## src/rtl/deserializer_sipo_if.sv

```systemverilog
// deserializer_sipo_if: serial input, word output handshake and status sideband bundle.
interface deserializer_sipo_if #(
  parameter int DATA_W = 8
);
  logic              bit_en;
  logic              sdi;
  logic              dout_ready;
  logic [DATA_W-1:0] dout;
  logic              dout_valid;
  logic              parity_err;
  logic              frame_err;
  logic              overrun;
  logic              busy;
  modport master (
    input  bit_en, sdi, dout_ready,
    output dout, dout_valid, parity_err, frame_err, overrun, busy
  );
  modport slave (
    output bit_en, sdi, dout_ready,
    input  dout, dout_valid, parity_err, frame_err, overrun, busy
  );
endinterface

```

## src/rtl/deserializer_sipo.sv

```systemverilog
// deserializer_sipo: start/data/parity/stop frame receiver with a one-word valid/ready output buffer.
module deserializer_sipo #(
  parameter int DATA_W     = 8,
  parameter bit PARITY_EN  = 1,
  parameter bit PARITY_ODD = 0
) (
  input logic                 clk,
  input logic                 rst,
  deserializer_sipo_if.master bus
);
  localparam int CW = $clog2(DATA_W);
  typedef enum logic [1:0] {IDLE, DATA, PARITY, STOP} state_t;
  state_t            state_q, state_d;
  logic [CW-1:0]     cnt_q, cnt_d;
  logic [DATA_W-1:0] sh_q, sh_d, dout_q, dout_d;
  logic              perr_q, perr_d, dval_q, dval_d, pe_q, pe_d;
  logic              ferr_q, ferr_d, ovr_q, ovr_d;
  logic              done, load;
  always_ff @(posedge clk or negedge rst) begin
    if (!rst) begin
      state_q <= IDLE;
      cnt_q   <= '0;
      sh_q    <= '0;
      perr_q  <= 1'b0;
      dout_q  <= '0;
      dval_q  <= 1'b0;
      pe_q    <= 1'b0;
      ferr_q  <= 1'b0;
      ovr_q   <= 1'b0;
    end else begin
      state_q <= state_d;
      cnt_q   <= cnt_d;
      sh_q    <= sh_d;
      perr_q  <= perr_d;
      dout_q  <= dout_d;
      dval_q  <= dval_d;
      pe_q    <= pe_d;
      ferr_q  <= ferr_d;
      ovr_q   <= ovr_d;
    end
  end
  always_comb begin
    state_d = state_q;
    cnt_d   = cnt_q;
    sh_d    = sh_q;
    perr_d  = perr_q;
    ferr_d  = 1'b0;
    done    = 1'b0;
    if (bus.bit_en) begin
      case (state_q)
        IDLE: if (!bus.sdi) begin
          state_d = DATA;
          cnt_d   = '0;
          perr_d  = 1'b0;
        end
        DATA: begin
          sh_d  = {bus.sdi, sh_q[DATA_W-1:1]};
          cnt_d = cnt_q + CW'(1);
          if (cnt_q == CW'(DATA_W - 1)) state_d = PARITY_EN ? PARITY : STOP;
        end
        PARITY: begin
          perr_d  = bus.sdi != (^sh_q ^ PARITY_ODD);
          state_d = STOP;
        end
        default: begin
          done    = bus.sdi;
          ferr_d  = !bus.sdi;
          state_d = IDLE;
        end
      endcase
    end
    // a completed word only enters the buffer if it is empty or being drained this edge
    load   = done && (!dval_q || bus.dout_ready);
    dout_d = load ? sh_q : dout_q;
    pe_d   = load ? perr_q : pe_q;
    dval_d = load || (dval_q && !bus.dout_ready);
    ovr_d  = done && !load;
  end
  assign bus.dout       = dout_q;
  assign bus.dout_valid = dval_q;
  assign bus.parity_err = pe_q;
  assign bus.frame_err  = ferr_q;
  assign bus.overrun    = ovr_q;
  assign bus.busy       = state_q != IDLE;
endmodule

```

## src/flat_wrapper.sv

```systemverilog
// flat-port wrapper written by rule: the top's interface ports become plain ports
module deserializer_sipo_flat 
#(
  parameter int DATA_W     = 8,
  parameter bit PARITY_EN  = 1,
  parameter bit PARITY_ODD = 0
)
  (clk, rst, bus_bit_en, bus_sdi, bus_dout_ready, bus_dout, bus_dout_valid, bus_parity_err, bus_frame_err, bus_overrun, bus_busy);
  deserializer_sipo_if #(.DATA_W(DATA_W)) bus_i ();
  input logic clk;
  input logic rst;
  input wire logic [$bits(bus_i.bit_en)-1:0] bus_bit_en;
  input wire logic [$bits(bus_i.sdi)-1:0] bus_sdi;
  input wire logic [$bits(bus_i.dout_ready)-1:0] bus_dout_ready;
  output wire logic [$bits(bus_i.dout)-1:0] bus_dout;
  output wire logic [$bits(bus_i.dout_valid)-1:0] bus_dout_valid;
  output wire logic [$bits(bus_i.parity_err)-1:0] bus_parity_err;
  output wire logic [$bits(bus_i.frame_err)-1:0] bus_frame_err;
  output wire logic [$bits(bus_i.overrun)-1:0] bus_overrun;
  output wire logic [$bits(bus_i.busy)-1:0] bus_busy;
  assign bus_i.bit_en = bus_bit_en;
  assign bus_i.sdi = bus_sdi;
  assign bus_i.dout_ready = bus_dout_ready;
  assign bus_dout = bus_i.dout;
  assign bus_dout_valid = bus_i.dout_valid;
  assign bus_parity_err = bus_i.parity_err;
  assign bus_frame_err = bus_i.frame_err;
  assign bus_overrun = bus_i.overrun;
  assign bus_busy = bus_i.busy;
  deserializer_sipo #(.DATA_W(DATA_W), .PARITY_EN(PARITY_EN), .PARITY_ODD(PARITY_ODD)) u_core (.clk(clk), .rst(rst), .bus(bus_i));
endmodule
```

## config.mk

```make
export PLATFORM = sky130hd
export DESIGN_NAME = deserializer_sipo_flat
export DESIGN_NICKNAME = d
export VERILOG_FILES = /design/src/rtl/deserializer_sipo_if.sv /design/src/rtl/deserializer_sipo.sv /design/src/flat_wrapper.sv
export SDC_FILE = /design/constraint.sdc
export NUM_CORES = 1
export LEC_CHECK = 0
export CAP_MARGIN = 10
export CORE_ASPECT_RATIO = 1.5
export CORE_UTILIZATION = 55
export CTS_CLUSTER_SIZE = 24
export DETAILED_ROUTE_END_ITERATION = 7
export PLACE_DENSITY_LB_ADDON = 0.08
export SYNTH_ARGS = -nofsm -noshare
export SYNTH_HDL_FRONTEND = slang
export SYNTH_SLANG_ARGS = --single-unit
```

## constraint.sdc

```tcl
create_clock -name clk -period 2.38 [get_ports clk]
set_input_delay 0.357 -clock clk [delete_from_list [all_inputs] [get_ports clk]]
set_output_delay 0.357 -clock clk [all_outputs]
set_load 0.02 [all_outputs]
```

# Word-level counts from Yosys, hierarchy flattened
# Index checks and enable logic that the tools add are counted.
[op_classes] n_addsub=1 eq_ne=6 mux=11 reduce_logical=19
[ops] operator="AND reduction 3 bit" count=3
[ops] operator="parity 8 bit" count=1
[ops] operator="one-hot mux 2 bit (3 select lines)" count=1
[ops] operator="one-hot mux 3 bit (2 select lines)" count=1
[ops] operator="nonzero test 2 bit" count=3
[ops] operator="2-to-1 mux 1 bit" count=5
[ops] operator="logical NOT 1 bit" count=4
[ops] operator="2-to-1 mux 2 bit" count=2
[ops] operator="adder 3 x 1 -> 3 bit (second input constant)" count=1
[ops] operator="equality test 3 bit (second input constant)" count=1
[ops] operator="logical AND 1 bit" count=3
[ops] operator="2-to-1 mux 3 bit" count=1
[ops] operator="OR reduction 3 bit" count=1
[ops] operator="equality test 2 x 1 -> 1 bit (second input constant)" count=1
[ops] operator="equality test 2 bit (second input constant)" count=1
[ops] operator="logical NOT 2 bit" count=1
[ops] operator="logical OR 1 bit" count=2
[ops] operator="!= test 2 x 1 -> 1 bit (second input constant)" count=1
[ops] operator="!= test 2 bit (second input constant)" count=1
[ops] operator="one-hot mux 1 bit (2 select lines)" count=1
[ops] operator="AND reduction 2 bit" count=1
[ops] operator="!= test 1 bit" count=1
[word_totals] reg_bits=26 in_bits=5 output_inout_bits=13 word_cells=46

# Longest topological paths before layout
# Gate-level depths: netlist of run 1.
[logic_depth] depth_word=7 mapped_depth=6 depth_no_buf=6

# Least setup slack after synthesis of run 1
# Ideal clock, no wire load.
[synth_timing] path_kind="register to register" from="register u_core.state_q[0]" to="register u_core.state_q[1]" setup_time_ns=0.125 arrival_time_ns=1.419 slack_ns=0.836 path_stages_with_launch=6 period_less_slack_ns=1.544 cell_sequence="dfrtp_1 > inv_1 > ha_1 > a21boi_1 > o21ai_1 > mux2_2"
[synth_via] elab_chain_len=3 word_cells_on_any_way=7
[synth_rtl] item="start, declared" line_no="deserializer_sipo.sv:13" rtl="state_t state_q, state_d;"
[synth_rtl] item="start signal, assigned" line_no="deserializer_sipo.sv:31" rtl="state_q <= state_d;"
[synth_rtl] item="equality test 2 x 1 -> 1 bit / logical NOT 2 bit (equally long branches)" line_no="deserializer_sipo.sv:50" rtl="case (state_q)"
[synth_rtl] item="!= test 2 x 1 -> 1 bit (no line) / != test 2 bit (equally long branches)"
[synth_rtl] item="AND reduction 3 bit (no line)"
# Parallel ways exist; a longest one is shown, timed or not.
# A chain may end at the register's enable or synchronous reset.

# Worst setup path after layout of run 1
[layout_timing] from="register u_core.state_q[0]" to="output port bus_busy"
[layout_via] elab_chain_len=1
[layout_rtl] item="nonzero test 2 bit" line_no="deserializer_sipo.sv:84" rtl="assign bus.busy = state_q != IDLE;"
[layout_rtl] item="end, declared" line_no="flat_wrapper.sv:20" rtl="output wire logic [$bits(bus_i.busy)-1:0] bus_busy;"
# Every way passes these cells.

==> flow_metrics.py, run 1 <==
metrics = {
    "setup_path": {
        "path_class": "reg2out",
        "cp_max_fo": 5,
        "critPathSlowestCell": "clkdlybuf4s50_1",
        "startpoint_type": "flip-flop",
        "cpPeakStageDelay_ns": 0.59,
        "crit_chain": "inv_1 > ha_1 > inv_1 > clkdlybuf4s50_1",
        "critPathMostFrequentCell": "inv_1",
        "reg2reg_slack_ns": 0.62,
        "r2r-end": "u_core.state_q[1]",
        "startpoint": "u_core.state_q[0]",
        "cp-end-kind": "output port",
        "regToRegStartpoint": "u_core.state_q[0]",
        "worstPathArrival_ns": 1.74,
        "crit_required_ns": 2.02,
        "ff2ff_path_depth": 5,
    },
    "cells_and_area": {
        "layout_common_cells": "dfrtp_1 (26), mux2_2 (18), clkdlybuf4s50_1 (17)",
        "area.growth.synth_to_final_pct": 21.3,
        "mostFrequentLayoutCell": "dfrtp_1",
        "postLayoutCoreUtil_pct": 73.6,
        "seq_area_um2": 651,
        "multi_input_area_um2": 469,
        "finish.net_count": 117,
        "nFillCells": 148,
        "n_antenna_cell": 0,
        "drive_above_1_share_pct": 22.9,
    },
    "global_route": {
        "grt_pass1_vias": 719,
        "grtUsageMet1_pct": 23.9,
        "gr-total-overflow": 0,
        "antenna_found_initial": 0,
        "globalRouteMet3Util_pct": 2.30,
        "use_met2_pct": 33.8,
        "grt_max_degree": 27,
        "grtUsageTotal_pct": 20.2,
        "grt_pass1_wl_um": 3080,
        "grt.busiest_layer": "met2",
    },
    "floorplan": {
        "num_rows": 19,
        "fp.dieW_um": 39.2,
        "die_h_um": 57.8,
        "die_area_mm2": 0.00226,
        "io-pin-count": 18,
        "core_area_mm2": 0.00188,
        "initial_utilization_pct": 60.7,
    },
    "routing": {
        "drtPass1Iterations": 2,
        "drt-wirelength-per-cell_um": 14.6,
        "drtAntennaViolNets": 0,
        "drc_errors": 0,
        "via_count": 677,
        "drtIter0Drc": 3,
        "drt_wl_total_um": 1840,
        "routed_via_density": 5.37,
    },
    "timing": {
        "hold_ws_ns": 0.384,
        "fin_ws_ns": 0.280,
        "final_max_slew_viol_count": 0,
        "clock_skew_ns": 0.00205,
        "tightest_slew_ns": 0.424,
        "fin_crit_ns": 2.10,
        "setup_tns_ns": 0,
        "rsz0062_at_grt": "false",
        "finalSetupViolCount": 0,
        "final.period_utilization_pct": 88.3,
        "hold_viol_final": 0,
        "relSlewSlack_pct": 71.7,
        "fmax_mhz": 476,
    },
    "place": {
        "numPortBuffers": 17,
        "gp_congestion": 0.705,
        "pre_cts_ws_ns": 0.472,
        "dp_hpwl_um": 1400,
    },
    "clock_tree": {
        "cts_root_buf": "clkbuf_4",
        "clkLatencyLatePin_ns": 0.31,
        "cts_made_buffers": 3,
        "ctsResizeCount": 0,
        "path_clk_slew_ns": 0.14,
        "post_cts_buffers": 0,
        "cts.sinks": 26,
        "ctsLongestPathBuffers": 2,
        "cts_tree": "built",
        "htree_num_levels": 1,
        "cts_hold_repair.buffers": 0,
    },
    "logic_synthesis": {
        "synth_xor_area_share_pct": 6.59,
        "synth_seq_cells": 26,
        "syn_area_per_cell_um2": 13.7,
        "synthDistinctLibCells": 18,
        "synth_compound_gate_area_share_pct": 5.71,
        "synth_fa_ha_area_share_pct": 6.59,
        "synthesis.nets": 94,
        "synth_top_family_by_area": "multiplexers",
        "synth_area_mm2": 0.00114,
        "postSynthCellCount": 83,
        "synth_mux_area_share_pct": 17.8,
        "yosysWarnings": 0,
        "synth_seq_area_share_pct": 57.1,
        "synth-simple-area-share_pct": 4.50,
    },
    "power_and_ir_drop": {
        "power_frac_seq_pct": 41.3,
        "clkPwrFrac_pct": 12.2,
        "p_int_mw": 1.19,
        "switchingPower_mw": 0.625,
        "power_frac_comb_pct": 46.5,
        "swShare_pct": 34.5,
        "peakVddDrop_mv": 0.944,
        "power.leakage_nw": 0.657,
        "p_per_area_mw_per_mm2": 1310,
    },
    "flow_run": {
        "max_cap_violations": 0,
    },
    "outcome": {
        "outcome": "completed",
    },
    "min_path": {
        "min_path_type": "in2async",
    },
}
## power groups by stage
stage / Sequential (mW) / Clock (mW) / Combinational, mW
finish: 0.749 / 0.220 / 0.844
global route: 0.769 / 0.243 / 0.918
CTS: 0.749 / 0.228 / 0.859
detailed placement: 0.760 / 0 / 0.856
global placement: 0.744 / 0 / 0.830
floorplan: 0.809 / 0 / 0.521
## worst max-delay path: cells and delay by family, from the launching register on
family / cells / cell delay (ns)
adder cells (fa/ha/maj): 1 / 0.25
buffers and inverters: 3 / 0.74
flip-flops: 1 / 0.44
## cells by family after synthesis
| logic type | after synthesis |
|---|---|
| simple gates | 12 |
| compound gates | 9 |
| flops | 26 |
| buf+inv | 5 |
| mux | 18 |
| fa+ha+maj | 6 |
| xor+xnor | 7 |
## routing by layer
| metal | vias to the layer above | part of all wire [%] | wire length (um) |
|---|---|---|---|
| li1 | 330 | - | - |
| met1 | 335 | 41 | 758 |
| met2 | 10 | 55 | 1010 |
| met3 | 2 | 2.8 | 51 |
| met4 | 0 | 1.3 | 23 |
| met5 | - | 0 | 0 |
## stage by stage
stage | instance area [um2] | std cells | power [mW]
after global placement | 1350 | 122 | 1.57
after global routing | 1380 | 126 | 1.93
after floorplan | 1140 | 83 | 1.33
after CTS | 1380 | 126 | 1.84
final | 1380 | 126 | 1.81
after detailed placement | 1350 | 122 | 1.62
## synthesized netlist by cell type, drive strengths merged
cell	number	area share (%)
dfrtp	26	57
mux2	18	18
ha	6	6.6
nand2	6	2.0
xnor2	5	3.8
inv	4	1.3
o21ai	4	1.8
a32o	3	2.6
nor2	3	0.99
a21boi	1	0.66
buf	1	0.44
nand2b	1	0.55
nand3	1	0.44
nor2b	1	0.55
o31ai	1	0.66
xnor3	1	2.0
xor2	1	0.77
## area by class of cell
type / count / share of cell area (%)
clock buffer: 4 / 2.62
multi-input combinational: 52 / 33.9
sequential: 26 / 47.1
inverter: 4 / 1.09
tap: 21 / 1.90
timing repair buffer: 19 / 13.4
## how the worst max path moves through the flow
stage	to	slack [ns]	cells after the start
2_1_floorplan	u_core.state_q[1]	0.84	5
3_3_place_gp	u_core.bus.dout[6]	0.48	5
3_5_place_dp	u_core.bus.dout[6]	0.47	5
4_1_cts	bus_busy	0.26	4
5_1_grt	bus_busy	0.21	4
6_report	bus_busy	0.28	4
## registers in the layout, summed over array words and instances, names as in the netlist
register / flops
u_core.bus.dout_valid: 1
u_core.bus.frame_err: 1
u_core.sh_q: 8
u_core.perr_q: 1
u_core.cnt_q: 3
u_core.bus.overrun: 1
u_core.bus.parity_err: 1
u_core.bus.dout: 8
u_core.state_q: 2
Note: power is estimated with default switching activity, not from simulation.
==> run 2, diff against run 1 <==
Settings changed: CORE_UTILIZATION 55 to 46.
Clock period 2.38 ns to 1.8 ns, I/O delays scaled along.
==> flow_metrics.py, run 2 (synthesis gave the netlist of run 1 again) <==
metrics = {
    "outcome": {
        "outcome": "completed",
    },
    "global_route": {
        "grt_max_degree": 27,
        "grtUsageTotal_pct": 15.3,
        "grt_pass1_vias": 689,
        "gr-total-overflow": 0,
        "antenna_found_initial": 0,
        "grt_pass1_wl_um": 3140,
    },
    "routing": {
        "drc_errors": 0,
        "wl_met1_um": 753,
        "drtIter0Drc": 12,
        "drt_wl_total_um": 1810,
        "drt-wirelength-per-cell_um": 13.8,
        "drtPass1Iterations": 4,
        "via_count": 694,
        "drtAntennaViolNets": 0,
        "routed-wl-met2_um": 965,
        "routed_via_density": 5.30,
        "dr.max_layer_used": "met4",
        "met3_length_um": 54,
    },
    "place": {
        "placed_cell_area_mm2": 0.00136,
        "gp_congestion": 0.733,
        "dp_hpwl_um": 1340,
        "numPortBuffers": 17,
    },
    "cells_and_area": {
        "postLayoutCoreUtil_pct": 61.4,
        "layout_common_cells": "dfrtp_1 (26), mux2_2 (18), clkdlybuf4s50_1 (16)",
        "drive_above_1_share_pct": 25.9,
        "mostFrequentLayoutCell": "dfrtp_1",
        "area.growth.synth_to_final_pct": 23.1,
        "nFillCells": 191,
        "n_antenna_cell": 0,
        "seq_area_um2": 651,
        "multi_input_area_um2": 472,
        "finish.net_count": 121,
        "layout.cell_area.non_filler_mm2": 0.00140,
    },
    "timing": {
        "fin_crit_ns": 1.70,
        "final.period_utilization_pct": 94.3,
        "rsz0062_at_grt": "false",
        "hold_ws_ns": 0.305,
        "relSlewSlack_pct": 75.7,
        "tightest_slew_ns": 0.363,
        "setup_tns_ns": 0,
        "fmax_mhz": 589,
        "final_max_slew_viol_count": 0,
        "clock_skew_ns": 0.00189,
        "hold_viol_final": 0,
        "finalSetupViolCount": 0,
    },
    "clock_tree": {
        "cts.sinks": 26,
        "cts_tree": "built",
        "clkLatencyLatePin_ns": 0.31,
        "cts_made_buffers": 3,
        "cts_hold_repair.buffers": 0,
        "ctsLongestPathBuffers": 2,
        "cts_root_buf": "clkbuf_4",
        "htree_num_levels": 1,
        "path_clk_slew_ns": 0.12,
    },
    "setup_path": {
        "critPathMostFrequentCell": "inv_1",
        "critPathSlowestCell": "dfrtp_1",
        "path_class": "reg2out",
        "cp-end-kind": "output port",
        "crit_chain": "inv_1 > ha_2 > inv_1 > dlygate4sd2_1",
        "cp_max_fo": 5,
        "cpPeakStageDelay_ns": 0.44,
        "worstPathArrival_ns": 1.43,
        "startpoint_type": "flip-flop",
        "crit_required_ns": 1.53,
    },
    "floorplan": {
        "num_rows": 21,
        "io-pin-count": 18,
        "initial_utilization_pct": 49.9,
        "die_area_mm2": 0.00269,
        "fp.dieW_um": 42.6,
        "core_area_mm2": 0.00229,
        "die_h_um": 63.0,
    },
    "power_and_ir_drop": {
        "power.total_mw": 2.36,
        "p_per_area_mw_per_mm2": 1680,
        "power.leakage_nw": 0.669,
        "peakVddDrop_mv": 0.750,
    },
    "flow_run": {
        "max_cap_violations": 0,
    },
    "min_path": {
        "min_path_type": "in2async",
    },
}
run 2: cell count changes in the layout (fill, tap and decap cells not counted), sizes merged:
cell,before,now
buf,2,6
clkbuf,4,3
clkdlybuf4s50,17,16
dlygate4sd2,0,1
run 2: what timing repair did:
action | 4_1_cts | 5_1_grt
endpoints found under the setup margin | 1 | 1
gates resized for setup | 1 | 1
hold endpoints to repair | 0 | 0
buffers inserted | 0 | 2
gates cloned | 0 | 0
run 2: area by class of cell:
type	instances	share of cell area (%)
multi-input cells	52	33.6
clock buffers	3	1.61
well taps	23	2.05
repair buffers	23	15.3
inverters	4	1.07
flip-flops and latches	26	46.4
run 2: worst max-delay path, delay by kind of cell (launching register included):
kind | cells | cell delay, ns
flip-flops | 1 | 0.44
buffers and inverters | 3 | 0.45
adder cells (fa/ha/maj) | 1 | 0.22
run 2: final timing paths:
check | startpoint | endpoint | slack (ns) | cells past startpoint
hold / removal | rst | u_core.bus.dout[2] | 0.30 | 2
max in group asynchronous | rst | u_core.bus.parity_err | 1.26 | 2
setup / recovery | u_core.state_q[1] | bus_busy | 0.10 | 4
setup reg to reg | u_core.state_q[0] | u_core.sh_q[5] | 0.18 | 4
min in group clk | u_core.perr_q | u_core.perr_q | 0.50 | 1
hold reg to reg | u_core.perr_q | u_core.perr_q | 0.50 | 1
run 2: layer usage:
layer	vias up	global-route usage [%]
met2	13	26.1
met3	4	2.02
met5	-	0
met1	340	18.4
li1	337	-
met4	0	7.03
run 2: stage by stage:
| step | instances | setup WS, ns |
|---|---|---|
| after floorplan | 83 | 0.256 |
| after global placement | 126 | 0.0892 |
| after detailed placement | 126 | 0.0726 |
| after CTS | 129 | 0.0552 |
| after global routing | 131 | 0.0277 |
| final | 131 | 0.103 |
run 2: power breakdown:
part,switching (mW),total (mW),internal (mW)
Combinational,0.489,1.15,0.664
Sequential,0.167,0.976,0.809
Clock,0.154,0.233,0.0782
Total,0.811,2.36,1.55
==> run 3, diff against run 2 <==
Settings changed: CORE_UTILIZATION 46 to 37, SETUP_SLACK_MARGIN set to 0.1.
==> flow_metrics.py, run 3 (synthesis gave the netlist of run 1 again) <==
metrics = {
    "floorplan": {
        "num_rows": 24,
        "fp.dieW_um": 47.3,
        "core_area_mm2": 0.00291,
        "io-pin-count": 18,
        "die_h_um": 70.0,
        "initial_utilization_pct": 39.1,
        "die_area_mm2": 0.00331,
    },
    "cells_and_area": {
        "postLayoutCoreUtil_pct": 49.3,
        "final_cell_count_no_fill": 146,
        "n_antenna_cell": 0,
        "seq_area_um2": 651,
        "layout_common_cells": "dfrtp_1 (26), mux2_2 (18), clkdlybuf4s50_1 (16)",
        "multi_input_area_um2": 473,
        "area.growth.synth_to_final_pct": 26.0,
        "nFillCells": 294,
        "mostFrequentLayoutCell": "dfrtp_1",
        "drive_above_1_share_pct": 25.2,
        "finish.net_count": 120,
        "layout.cell_area.non_filler_mm2": 0.00144,
    },
    "routing": {
        "drc_errors": 0,
        "drt-wirelength-per-cell_um": 12.6,
        "drtAntennaViolNets": 0,
        "drtPass1Iterations": 4,
        "via_count": 701,
        "routed_via_density": 4.80,
        "drt_wl_total_um": 1840,
        "drtIter0Drc": 2,
    },
    "place": {
        "dp_hpwl_um": 1400,
        "placed_cell_area_mm2": 0.00139,
        "gp_congestion": 0.688,
        "numPortBuffers": 17,
        "place_inst": 143,
        "pre_cts_ws_ns": 0.0798,
    },
    "timing": {
        "relSlewSlack_pct": 75.7,
        "rsz0062_at_grt": "true",
        "setup_tns_ns": 0,
        "fin_ws_ns": 0.153,
        "final.period_utilization_pct": 91.5,
        "clock_skew_ns": 0.00195,
        "tightest_slew_ns": 0.360,
        "hold_ws_ns": 0.363,
        "fmax_mhz": 607,
        "final_max_slew_viol_count": 0,
        "fin_crit_ns": 1.65,
        "hold_viol_final": 0,
        "finalSetupViolCount": 0,
    },
    "power_and_ir_drop": {
        "power.leakage_nw": 0.673,
        "power_frac_comb_pct": 46.6,
        "power.total_mw": 2.42,
        "clkPwrFrac_pct": 12.9,
        "p_per_area_mw_per_mm2": 1690,
        "p_int_mw": 1.60,
        "peakVddDrop_mv": 0.705,
        "power_frac_seq_pct": 40.5,
        "swShare_pct": 33.8,
        "switchingPower_mw": 0.818,
    },
    "setup_path": {
        "startpoint_type": "flip-flop",
        "crit_required_ns": 1.53,
        "critPathMostFrequentCell": "inv_1",
        "crit_chain": "inv_1 > ha_1 > inv_1 > clkdlybuf4s15_1",
        "critPathSlowestCell": "dfrtp_1",
        "cp_top_family": "buffers and inverters",
        "worstPathArrival_ns": 1.38,
        "cp_max_fo": 5,
        "cpPeakStageDelay_ns": 0.41,
        "path_class": "reg2out",
        "cp-end-kind": "output port",
        "cp_num_buf_inv": 3,
    },
    "global_route": {
        "globalRouteMet3Util_pct": 2.33,
        "grt_pass1_wl_um": 3350,
        "grtUsageTotal_pct": 14.1,
        "use_met2_pct": 21.8,
        "grt.busiest_layer": "met2",
        "gr-total-overflow": 0,
        "antenna_found_initial": 0,
        "grtUsageMet1_pct": 19.1,
        "grt_max_degree": 27,
        "grt_pass1_vias": 718,
    },
    "clock_tree": {
        "cts_tree": "built",
        "cts_hold_repair.buffers": 0,
        "ctsResizeCount": 1,
        "cts_made_buffers": 3,
        "ctsLongestPathBuffers": 2,
        "cts.sinks": 26,
        "htree_num_levels": 1,
        "clkLatencyLatePin_ns": 0.26,
        "cts_root_buf": "clkbuf_8",
        "path_clk_slew_ns": 0.08,
        "post_cts_buffers": 0,
    },
    "outcome": {
        "outcome": "completed",
    },
    "min_path": {
        "min_path_type": "in2async",
    },
    "flow_run": {
        "max_cap_violations": 0,
    },
}
run 3: metal layers:
metal	share of wire, %	routed length (um)
met4	1.5	27
met3	2.6	47
met5	0	0
met1	42	774
met2	54	988
run 3: path summary, 6_finish.rpt:
kind                                   start                 end  slack [ns]  cells past startpoint
setup / recovery           u_core.state_q[0]            bus_busy        0.15                      4
max in group asynchronous                rst       u_core.perr_q        1.19                      2
setup reg to reg           u_core.state_q[0]  u_core.bus.dout[7]        0.27                      5
hold reg to reg              u_core.cnt_q[0]     u_core.cnt_q[0]        0.50                      1
hold / removal                           rst  u_core.bus.dout[2]        0.36                      2
min in group clk             u_core.cnt_q[0]     u_core.cnt_q[0]        0.50                      1
run 3: cell type report:
type / instances / area share [%]
repair buffers: 22 / 14.5
well taps: 39 / 3.40
inverters: 4 / 1.05
flip-flops and latches: 26 / 45.3
clock buffers: 3 / 2.87
multi-input cells: 52 / 32.9
run 3: power by group through the flow:
| stage | Sequential [mW] | Combinational (mW) | Clock [mW] |
|---|---|---|---|
| after floorplan | 1.07 | 0.688 | 0 |
| after global placement | 0.991 | 1.12 | 0 |
| after detailed placement | 0.998 | 1.15 | 0 |
| after CTS | 0.986 | 1.14 | 0.329 |
| after global routing | 1.02 | 1.25 | 0.358 |
| final | 0.981 | 1.13 | 0.313 |
